$ cat src/rtl/cpu_control_fsm_if.sv
// Instruction/data memory handshake bundle for cpu_control_fsm.
//   instr     : instruction word, valid while imem_ack=1
//   imem_req  : fetch request (control unit -> imem)
//   imem_ack  : fetch completes this cycle (imem -> control unit)
//   MemRead   : load strobe, held until dmem_ack
//   MemWrite  : store strobe, held until dmem_ack
//   dmem_ack  : load/store completes this cycle (dmem -> control unit)
// master = control unit side, slave = memory side.
interface cpu_control_fsm_if;
   logic [31:0] instr;
   logic        imem_req;
   logic        imem_ack;
   logic        MemRead;
   logic        MemWrite;
   logic        dmem_ack;

   modport master (
      input  instr, imem_ack, dmem_ack,
      output imem_req, MemRead, MemWrite
   );

   modport slave (
      output instr, imem_ack, dmem_ack,
      input  imem_req, MemRead, MemWrite
   );
endinterface

$ cat src/rtl/cpu_control_fsm.sv
// Multi-cycle control unit for the MiniRiscV core.
// Fetches over the bus handshake, decodes, then sequences EXECUTE/MEM/WB while
// driving the ALU controls, register-file/data-memory strobes and PC update.
// Ports:
//   clk, rst          : clock, synchronous active-high reset
//   bus (master)      : instr/imem_req/imem_ack, MemRead/MemWrite/dmem_ack
//   doBranch          : ALU branch condition (used in EXECUTE of a branch)
//   ALUOp, ALUSrc, funct3, funct7, imm32 : ALU controls, stable DECODE..end
//   rs1, rs2, rd      : register indices
//   RegWrite, MemtoReg: write-back strobes
//   pc_we, pc_sel     : PC update pulse and source (0=PC+4, 1=PC+imm32)
//   illegal           : sticky illegal-opcode flag (TRAP state)
//   retired           : retired-instruction counter (wraps)
//   state             : current FSM state for debug
module cpu_control_fsm (
   input  logic                clk,
   input  logic                rst,
   cpu_control_fsm_if.master   bus,
   input  logic                doBranch,
   output logic [1:0]          ALUOp,
   output logic                ALUSrc,
   output logic [2:0]          funct3,
   output logic [6:0]          funct7,
   output logic [31:0]         imm32,
   output logic [4:0]          rs1,
   output logic [4:0]          rs2,
   output logic [4:0]          rd,
   output logic                RegWrite,
   output logic                MemtoReg,
   output logic                pc_we,
   output logic                pc_sel,
   output logic                illegal,
   output logic [31:0]         retired,
   output logic [2:0]          state
);

   typedef enum logic [2:0] {
      S_FETCH   = 3'd0,
      S_DECODE  = 3'd1,
      S_EXECUTE = 3'd2,
      S_MEM     = 3'd3,
      S_WB      = 3'd4,
      S_TRAP    = 3'd5
   } state_t;

   localparam logic [6:0] OP_R  = 7'b0110011;
   localparam logic [6:0] OP_I  = 7'b0010011;
   localparam logic [6:0] OP_LD = 7'b0000011;
   localparam logic [6:0] OP_ST = 7'b0100011;
   localparam logic [6:0] OP_BR = 7'b1100011;

   state_t      state_q, state_d;
   logic [31:0] instr_q, instr_d;
   logic [31:0] retired_q, retired_d;
   // Set by reset, cleared one cycle after rst drops: keeps imem_req low for
   // the whole reset period without a combinational path from rst.
   logic        in_rst_q, in_rst_d;

   logic [6:0]  opcode;
   logic        is_r, is_i, is_ld, is_st, is_br, legal;

   assign opcode = instr_q[6:0];
   assign is_r   = (opcode == OP_R);
   assign is_i   = (opcode == OP_I);
   assign is_ld  = (opcode == OP_LD);
   assign is_st  = (opcode == OP_ST);
   assign is_br  = (opcode == OP_BR);
   assign legal  = is_r | is_i | is_ld | is_st | is_br;

   // Fields decode from the latched instruction, so they are stable from
   // DECODE until the next fetch completes and read 0 after reset.
   always_comb begin
      rs1    = instr_q[19:15];
      rs2    = instr_q[24:20];
      rd     = instr_q[11:7];
      funct3 = instr_q[14:12];
      funct7 = is_r ? instr_q[31:25] : 7'd0;
      ALUSrc = is_i | is_ld | is_st;
      ALUOp  = 2'b00;
      imm32  = 32'd0;
      if (is_br) ALUOp = 2'b01;
      if (is_r)  ALUOp = 2'b10;
      if (is_i)  ALUOp = 2'b11;
      if (is_i || is_ld) imm32 = {{20{instr_q[31]}}, instr_q[31:20]};
      if (is_st) imm32 = {{20{instr_q[31]}}, instr_q[31:25], instr_q[11:7]};
      if (is_br) imm32 = {{19{instr_q[31]}}, instr_q[31], instr_q[7],
                          instr_q[30:25], instr_q[11:8], 1'b0};
   end

   // Next state and strobes. pc_sel follows doBranch in branch EXECUTE and a
   // store commits pc_we in its dmem_ack cycle: the PC commit lands in the
   // instruction's last cycle, as the cycle counts require.
   always_comb begin
      state_d      = state_q;
      instr_d      = instr_q;
      retired_d    = retired_q;
      in_rst_d     = 1'b0;
      bus.imem_req = 1'b0;
      bus.MemRead  = 1'b0;
      bus.MemWrite = 1'b0;
      RegWrite     = 1'b0;
      MemtoReg     = 1'b0;
      pc_we        = 1'b0;
      pc_sel       = 1'b0;
      case (state_q)
         S_FETCH: begin
            bus.imem_req = !in_rst_q;
            if (!in_rst_q && bus.imem_ack) begin
               instr_d = bus.instr;
               state_d = S_DECODE;
            end
         end
         S_DECODE: state_d = legal ? S_EXECUTE : S_TRAP;
         S_EXECUTE: begin
            if (is_br) begin
               pc_we   = 1'b1;
               pc_sel  = doBranch;
               state_d = S_FETCH;
            end else if (is_ld || is_st) begin
               state_d = S_MEM;
            end else begin
               state_d = S_WB;
            end
         end
         S_MEM: begin
            bus.MemRead  = is_ld;
            bus.MemWrite = is_st;
            if (bus.dmem_ack) begin
               if (is_ld) begin
                  state_d = S_WB;
               end else begin
                  pc_we   = 1'b1;
                  state_d = S_FETCH;
               end
            end
         end
         S_WB: begin
            RegWrite = (instr_q[11:7] != 5'd0);
            MemtoReg = is_ld;
            pc_we    = 1'b1;
            state_d  = S_FETCH;
         end
         S_TRAP:  state_d = S_TRAP;
         default: state_d = S_FETCH;
      endcase
      if (pc_we) retired_d = retired_q + 32'd1;
   end

   always_ff @(posedge clk) begin
      if (rst) begin
         state_q   <= S_FETCH;
         instr_q   <= 32'd0;
         retired_q <= 32'd0;
         in_rst_q  <= 1'b1;
      end else begin
         state_q   <= state_d;
         instr_q   <= instr_d;
         retired_q <= retired_d;
         in_rst_q  <= in_rst_d;
      end
   end

   assign illegal = (state_q == S_TRAP);
   assign retired = retired_q;
   assign state   = state_q;

endmodule

$ cat src/flat_wrapper.sv
// flat-port wrapper written by rule: the top's interface ports become plain ports
module cpu_control_fsm_flat 
  (clk, rst, doBranch, ALUOp, ALUSrc, funct3, funct7, imm32, rs1, rs2, rd, RegWrite, MemtoReg, pc_we, pc_sel, illegal, retired, state, bus_instr, bus_imem_ack, bus_dmem_ack, bus_imem_req, bus_MemRead, bus_MemWrite);
  cpu_control_fsm_if bus_i ();
  input  logic clk;
  input  logic rst;
  input  logic doBranch;
  output logic [1:0] ALUOp;
  output logic ALUSrc;
  output logic [2:0] funct3;
  output logic [6:0] funct7;
  output logic [31:0] imm32;
  output logic [4:0] rs1;
  output logic [4:0] rs2;
  output logic [4:0] rd;
  output logic RegWrite;
  output logic MemtoReg;
  output logic pc_we;
  output logic pc_sel;
  output logic illegal;
  output logic [31:0] retired;
  output logic [2:0] state;
  input wire logic [$bits(bus_i.instr)-1:0] bus_instr;
  input wire logic [$bits(bus_i.imem_ack)-1:0] bus_imem_ack;
  input wire logic [$bits(bus_i.dmem_ack)-1:0] bus_dmem_ack;
  output wire logic [$bits(bus_i.imem_req)-1:0] bus_imem_req;
  output wire logic [$bits(bus_i.MemRead)-1:0] bus_MemRead;
  output wire logic [$bits(bus_i.MemWrite)-1:0] bus_MemWrite;
  assign bus_i.instr = bus_instr;
  assign bus_i.imem_ack = bus_imem_ack;
  assign bus_i.dmem_ack = bus_dmem_ack;
  assign bus_imem_req = bus_i.imem_req;
  assign bus_MemRead = bus_i.MemRead;
  assign bus_MemWrite = bus_i.MemWrite;
  cpu_control_fsm u_core (.clk(clk), .rst(rst), .bus(bus_i), .doBranch(doBranch), .ALUOp(ALUOp), .ALUSrc(ALUSrc), .funct3(funct3), .funct7(funct7), .imm32(imm32), .rs1(rs1), .rs2(rs2), .rd(rd), .RegWrite(RegWrite), .MemtoReg(MemtoReg), .pc_we(pc_we), .pc_sel(pc_sel), .illegal(illegal), .retired(retired), .state(state));
endmodule
$ cat config.mk
export PLATFORM = sky130hd
export DESIGN_NAME = cpu_control_fsm_flat
export DESIGN_NICKNAME = d
export VERILOG_FILES = /design/src/rtl/cpu_control_fsm_if.sv /design/src/rtl/cpu_control_fsm.sv /design/src/flat_wrapper.sv
export SDC_FILE = /design/constraint.sdc
export NUM_CORES = 1
export LEC_CHECK = 0
export ABC_AREA = 1
export CAP_MARGIN = 30
export CORE_MARGIN = 2
export CORE_UTILIZATION = 35
export DETAILED_ROUTE_END_ITERATION = 16
export PLACE_DENSITY = 0.76
export SYNTH_ARGS = -nofsm -noshare
export SYNTH_HDL_FRONTEND = slang
export SYNTH_SLANG_ARGS = --single-unit
export TNS_END_PERCENT = 5
$ cat constraint.sdc
create_clock -name clk -period 2.33 [get_ports clk]
set_input_delay 0.3495 -clock clk [delete_from_list [all_inputs] [get_ports clk]]
set_output_delay 0.3495 -clock clk [all_outputs]
set_load 0.01 [all_outputs]
==> out/results.md, run 1 <==
| Item | Value |
|---|---|
| CTS tree | built |
| Setup Viol. Count Final | 0 |
| Die area | 0.0123 mm2 |
| Crit path arrival time | 1.87 ns |
| Number of synthesis warnings | 0 |
| Summed negative setup slack over all endpoints | 0 ns |
| Routed WL per cell | 13.1 um |
| TritonCTS Buffers | 9 |
| Die Y-Extent | 111 um |
| Cell types with the largest area share after synthesis | dfxtp_1 (34%), nand2_1 (15%), nor2_1 (12%), buf_4 (6.9%), a21oi_1 (4.7%) |
| Final hold viol count | 0 |
| Post-synthesis instance area | 0.00401 mm2 |
| Most frequently used cell type in the post-synthesis netlist | nand2_1 |
| CP max-delay cell | clkdlybuf4s50_1 |
| Hold WC Path Type | reg2reg |
| 1st-iter DRT viols | 211 |
| Synthesized Nets | 660 |
| Port-buffer cells | 139 |
| Slowest stage delay, CP | 0.55 ns |
| Clock sinks | 68 |
| Fill cell total of the finished layout | 1,105 |
| Post-route fraction of the period consumed by the critical path | 0.953 |
| Later-pin clock latency in the skew report | 0.33 ns |
| Number of global-route vias before repair | 3,953 |
| Seq/Total Area, Yosys | 0.340 |
| Category of cells accounting for the largest share of critical-path delay | buffers and inverters |
| Gate Count Post-Synth | 622 |
| Number of buffers on the longest clock path | 2 |
| First-pass GRT wire length | 19,100 um |
| Clock period minus worst slack | 2.22 ns |
| Req. time, crit path | 1.98 ns |
| Pin count of the biggest net entering global routing | 43 |
| Number of buffer and inverter stages on the critical path | 3 |
| Final Non-Filler Cells | 877 |
| Number of maximum-capacitance violations | 0 |
| RSZ-0062 raised after global routing | yes |
| Mean area per synthesized cell | 6.44 um2 |
| Antenna diode count | 0 |
| Vias after detailed routing | 4,184 |
| Number of remaining DRC errors | 0 |
| X dimension of the die | 111 um |
| Pins over their slew limit | 0 |
| Number of top-level design ports | 140 |
| Length of the first detailed-routing pass in iterations | 4 |
| Share of post-route cells with drive strength above 1 | 0.0858 |
| Cell area power density | 633 mW/mm2 |
| Crit path kind | reg2out |
| Most common library cells after synthesis | nand2_1 (156), nor2_1 (129), dfxtp_1 (68) |
| Number of nets in the final layout | 767 |
| Hold WS | 0.479 ns |
| Drt total wl | 11,500 um |
| Area Overhead vs Synth | 40.7% |
| Skew final | 0.00426 ns |
| Starting utilization of the core area | 0.355 |
| GRT Residual Overflow | 0 |
| Global routing usage summed across all routing layers | 0.191 |
| Transition time at the pin with the least slew margin | 0.533 ns |
| Post-synthesis cell type with the largest combined area | dfxtp_1 |
| Number of enable-type register cells in the synthesized netlist | 0 |
| Routability congestion estimate | 0.912 |
| Type of destination of the critical path | output pin |
| Leakage power | 2.43 nW |
| Status | finished, final reports clean |
| Maximum clock frequency | 0.450 GHz |
| Kind of launch point of the worst setup path | register |
| Number of routed nets with antenna violations | 0 |
| Total of flip-flops plus latches after synthesis | 68 |
| Core Box Area | 0.0113 mm2 |
| Via count normalized by instance count | 4.77 |
| Worst-case vdd ir drop | 0.522 mV |
| Peak fanout along the critical path | 6 |
| Unique cell type count in the Yosys netlist | 31 |
| Number of antenna violations at the first check in global routing | 0 |
| Clock slew at the register clock pins of the worst setup and hold paths | 0.06 ns |
| Fraction of registers with async set/reset | 0 |
| CTS Root Buffer Type | clkbuf_16 |
| CTS H-tree lvls | 3 |
| Area share of the largest cell type after synthesis | 0.340 |
| Detailed Place HPWL | 8490 um |
| CP cell instances | inv_1, nand2_1, nor2_8, o21ai_4, buf_4, nor2_1, clkdlybuf4s50_1 |
| Total placed cells including tap cells | 859 |
| Predominant post-synthesis flop cell | dfxtp_1 |
| Count of standard-cell rows | 39 |
| Remaining max-slew budget at the tightest pin | 0.644 |
==> where the power goes <==
group	switching (mW)	total [mW]	internal, mW
registers	0.0901	1.36	1.27
logic	0.419	0.748	0.329
clock network	0.498	1.46	0.960
total	1.01	3.57	2.56
==> final timing paths <==
| kind | startpoint | end | slack, ns | cells past startpoint |
|---|---|---|---|---|
| worst max register to register | u_core.instr_q[2] | u_core.retired[15] | 0.52 | 10 |
| worst min register to register | u_core.instr_q[3] | u_core.instr_q[3] | 0.48 | 2 |
| worst max-delay path | u_core.instr_q[2] | imm32[7] | 0.11 | 7 |
| worst min-delay path | u_core.instr_q[3] | u_core.instr_q[3] | 0.48 | 2 |
==> what timing repair did <==
| item | in CTS | in global routing |
|---|---|---|
| setup endpoints to repair | 38 | 24 |
| hold buffers | 0 | 0 |
| pin swaps | 1 | 2 |
| cloned | 0 | 1 |
| gates resized for setup | 26 | 23 |
| setup buffers | 0 | 1 |
==> cell families after synthesis <==
kind of cell    count (synthesis)  share of synthesized area
flops                          68                      0.340
compound gates                 84                      0.109
buf+inv                       106                      0.150
simple gates                  355                      0.381
xor+xnor                        8                     0.0175
fa+ha+maj                       1                    0.00312
==> tightest hold or removal path, cell delays in order, from the launching register on <==
cell and delay, ns:
dfxtp_1 0.31, inv_1 0.07, a21oi_1 0.06
==> area by class of cell <==
class	count	area, um2	area share
Multi-Input combinational cell	449	2090	0.370
Timing Repair Buffer	151	1510	0.267
Sequential cell	68	1360	0.242
Clock buffer	11	243	0.0431
Inverter	50	188	0.0333
Tap cell	143	179	0.0317
Clock inverter	5	75.1	0.0133
==> metrics by stage <==
step	worst slack, ns	power [mW]	area (um2)	util
3_3_place_gp	0.127	2.11	5260	0.467
2_1_floorplan	0.276	1.87	4010	-
5_1_grt	-0.00199	3.75	5640	0.500
3_5_place_dp	0.0595	2.12	5260	0.467
4_1_cts	-0.203	3.60	5570	0.494
6_report	0.108	3.57	5640	0.500
==> flip-flops by register name, summed over array words and instances (netlist names) <==
name and flops:
u_core.in_rst_q 1, u_core.instr_q 32, u_core.retired 32, u_core.state 3
==> metal layers <==
metal  up-vias  global-route usage  share of wire
met5         -                   0              0
met4         0              0.0550          0.015
met3        18              0.0908           0.10
met2       174               0.325           0.47
met1      1850               0.213           0.41
li1       2142                   -              -
==> cells in the final DEF, fill, tap and decap left out, types with 3 or more instances in the layout <==
cell type / count
a21oi_1: 38
buf_4: 10
clkbuf_16: 9
clkdlybuf4s50_1: 103
clkinv_2: 3
dfxtp_1: 67
dlygate4sd2_1: 21
dlymetal6s2s_1: 14
inv_1: 45
inv_2: 5
nand2_1: 155
nand2_2: 6
nand3_1: 38
nand3b_1: 3
nand4_1: 7
nor2_1: 127
nor2_2: 7
nor2_4: 6
o21ai_0: 38
xnor2_1: 3
xor2_1: 5
(Power assumes the default switching activity.)
==> run 2, diff against run 1 <==
- PLACE_DENSITY: 0.76 -> not set
- PLACE_DENSITY_LB_ADDON: not set -> 0.15
- clock period: 2.33 -> 2.25 ns (I/O delays scaled with it)
==> run 2 against run 1 <==
Compared with the run above: the run now ends with setup timing left; power shrank 1.3%; non-clock buffer count shrank 2; sequential power grew 4%; sequential share of layout area grew 0.39 points; register-to-register slack lost 0.09 ns; via count shrank 0.60%; wire length grew 3.3%; design area shrank 1.6%; largest power group is now sequential cells; highest routed layer unchanged.
==> out/results.md, run 2 (synthesis results as in run 1) <==
| Item | Value | Delta |
|---|---|---|
| Summed negative setup slack over all endpoints | -0.223 ns | was 0 ns |
| Hold WC Path Type | reg2reg | unchanged |
| Number of buffers inserted for hold repair after clock tree synthesis | 0 | unchanged |
| Req. time, crit path | 1.91 ns | was 1.98 ns |
| 1st-iter DRT viols | 153 | was 211 |
| Clock period minus worst slack | 2.32 ns |  |
| Length of the first detailed-routing pass in iterations | 4 | unchanged |
| Detailed Place HPWL | 8780 um | was 8490 um |
| Clock sinks | 68 | unchanged |
| Final setup slack of the worst path | -0.0733 ns | was 0.108 ns |
| Category of cells accounting for the largest share of critical-path delay | simple AND/OR/NAND/NOR gates | was buffers and inverters |
| Area of placed instances | 0.00524 mm2 | was 0.00526 mm2 |
| Via count normalized by instance count | 4.76 | was 4.77 |
| Die area | 0.0123 mm2 | unchanged |
| Number of buffers on the longest clock path | 2 | unchanged |
| Post-layout total power | 3.52 mW | was 3.57 mW |
| Pins over their slew limit | 0 | unchanged |
| Core Box Area | 0.0113 mm2 | unchanged |
| CP cell instances | inv_1, nand2_1, nor2_8, nand4_1, nor2_1, clkdlybuf4s50_1 | was inv_1, nand2_1, nor2_8, o21ai_4, buf_4, nor2_1, clkdlybuf4s50_1 |
| Maximum clock frequency | 0.430 GHz |  |
| Clock slew at the register clock pins of the worst setup and hold paths | 0.05 ns | was 0.06 ns |
| Top library cells by usage in the layout, fill and taps aside | nand2_1 (155), nor2_1 (126), clkdlybuf4s50_1 (97) | was nand2_1 (155), nor2_1 (127), clkdlybuf4s50_1 (103) |
| Worst-case vdd ir drop | 0.411 mV | was 0.522 mV |
| Number of routed nets with antenna violations | 0 | unchanged |
| Number of nets in the final layout | 764 | was 767 |
| CTS Root Buffer Type | clkbuf_16 | unchanged |
| Drt total wl | 11,900 um | was 11,500 um |
| GRT Residual Overflow | 0 | unchanged |
| Port-buffer cells | 139 | unchanged |
| Routed WL per cell | 13.6 um | was 13.1 um |
| Count of cells along the worst register-to-register path | 10 | unchanged |
| Number of antenna violations at the first check in global routing | 0 | unchanged |
| Die Y-Extent | 111 um | unchanged |
| Kind of launch point of the worst setup path | register | unchanged |
| Routability congestion estimate | 0.950 | was 0.912 |
| Critical Path Sink | funct7[5] | was imm32[7] |
| Number of maximum-capacitance violations | 0 | unchanged |
| Remaining max-slew budget at the tightest pin | 0.706 | was 0.644 |
| Final cell utilization of the core | 0.492 | was 0.500 |
| Starting utilization of the core area | 0.355 | unchanged |
| Slowest stage delay, CP | 0.56 ns | was 0.55 ns |
| Antenna diode count | 0 | unchanged |
| Number of cells on the critical path | 6 | was 7 |
| Type of destination of the critical path | output pin | unchanged |
| Leakage power | 2.35 nW | was 2.43 nW |
| R2R Setup Slk | 0.43 ns | was 0.52 ns |
| Final hold viol count | 0 | unchanged |
| Global routing usage summed across all routing layers | 0.194 | was 0.191 |
| Start point of the critical path | u_core.instr_q[3] | was u_core.instr_q[2] |
| Number of top-level design ports | 140 | unchanged |
| Crit path arrival time | 1.99 ns | was 1.87 ns |
| Post-route cell area | 0.00555 mm2 | was 0.00564 mm2 |
| TritonCTS Buffers | 9 | unchanged |
| Setup Viol. Count Final | 5 | was 0 |
| Hold WS | 0.475 ns | was 0.479 ns |
| Number of global-route vias before repair | 3,884 | was 3,953 |
| Worst reg2reg endpoint | u_core.retired[11] | was u_core.retired[15] |
| Share of post-route cells with drive strength above 1 | 0.0807 | was 0.0858 |
| CTS H-tree lvls | 3 | unchanged |
| Peak fanout along the critical path | 7 | was 6 |
| Area Overhead vs Synth | 38.5% | was 40.7% |
| Vias after detailed routing | 4,159 | was 4,184 |
| Violations in the final reports | setup timing |  |
| First-pass GRT wire length | 19,100 um | about the same |
| RSZ-0062 raised after global routing | yes | unchanged |
| Startpoint of the lowest-slack register-to-register path | u_core.instr_q[4] | was u_core.instr_q[2] |
| CTS tree | built | unchanged |
| Number of remaining DRC errors | 0 | unchanged |
| Transition time at the pin with the least slew margin | 0.442 ns | was 0.533 ns |
| Skew final | 0.00557 ns | was 0.00426 ns |
| Crit path kind | reg2out | unchanged |
| X dimension of the die | 111 um | unchanged |
| CP max-delay cell | clkdlybuf4s50_1 | unchanged |
| Post-route fraction of the period consumed by the critical path | 1.03 |  |
| Pin count of the biggest net entering global routing | 48 | was 43 |
| Number of buffer and inverter stages on the critical path | 2 | was 3 |
| Count of standard-cell rows | 39 | unchanged |
| Most common cell after layout, fill and taps aside | nand2_1 | unchanged |
| Later-pin clock latency in the skew report | 0.34 ns | was 0.33 ns |
| Status | finished, violations left | was finished, final reports clean |
| Cell area power density | 635 mW/mm2 | was 633 mW/mm2 |
==> run 2: report_power, final <==
part	internal (mW)	total, mW	switching [mW]
Sequential	1.32	1.41	0.0902
Clock	0.836	1.36	0.523
Combinational	0.327	0.752	0.425
Total	2.48	3.52	1.04
==> run 2: area by class of cell <==
cell class | instances | area, um2
fillers | 1186 | 5720
multi-input cells | 448 | 2070
repair buffers | 149 | 1470
flip-flops and latches | 68 | 1360
clock buffers | 15 | 278
inverters | 50 | 188
well taps | 143 | 179
clock inverters | 1 | 5.00
==> run 2: worst min-delay path: cells and delay by family (launching register included) <==
kind                   cells  cell delay, ns
flip-flops                 1            0.31
AO/OA/AOI/OAI              1            0.05
buffers and inverters      1            0.06
==> run 2: how the worst min path moves through the flow <==
stage                  startpoint            endpoint  slack, ns  depth (start not counted)
5_1_grt        u_core.instr_q[30]  u_core.instr_q[30]       0.51                          2
6_report        u_core.instr_q[2]   u_core.instr_q[2]       0.48                          2
4_1_cts         u_core.instr_q[2]   u_core.instr_q[2]       0.48                          2
3_3_place_gp    u_core.instr_q[3]   u_core.instr_q[3]       0.46                          2
3_5_place_dp    u_core.instr_q[2]   u_core.instr_q[2]       0.47                          2
2_1_floorplan                 rst     u_core.in_rst_q       0.37                          0
==> run 2: per-stage QoR <==
step,std cells,setup slack (ns)
after global routing,874,-0.154
after detailed placement,856,0.145
after floorplan,622,0.208
after CTS,873,-0.159
final,874,-0.0733
after global placement,856,0.188
==> run 2: repair_timing <==
action | in CTS | in global routing
gates resized for setup | 39 | 13
endpoints found under the setup margin | 42 | 16
gates cloned | 0 | 0
buffers inserted | 1 | 1
pin swaps | 2 | 4
==> run 2: per-layer routing <==
metal,GRT usage,part of all wire,vias up
li1,-,-,2145
met1,0.230,0.44,1889
met2,0.324,0.48,107
met3,0.0503,0.057,18
met4,0.0950,0.024,0
met5,0,0,-
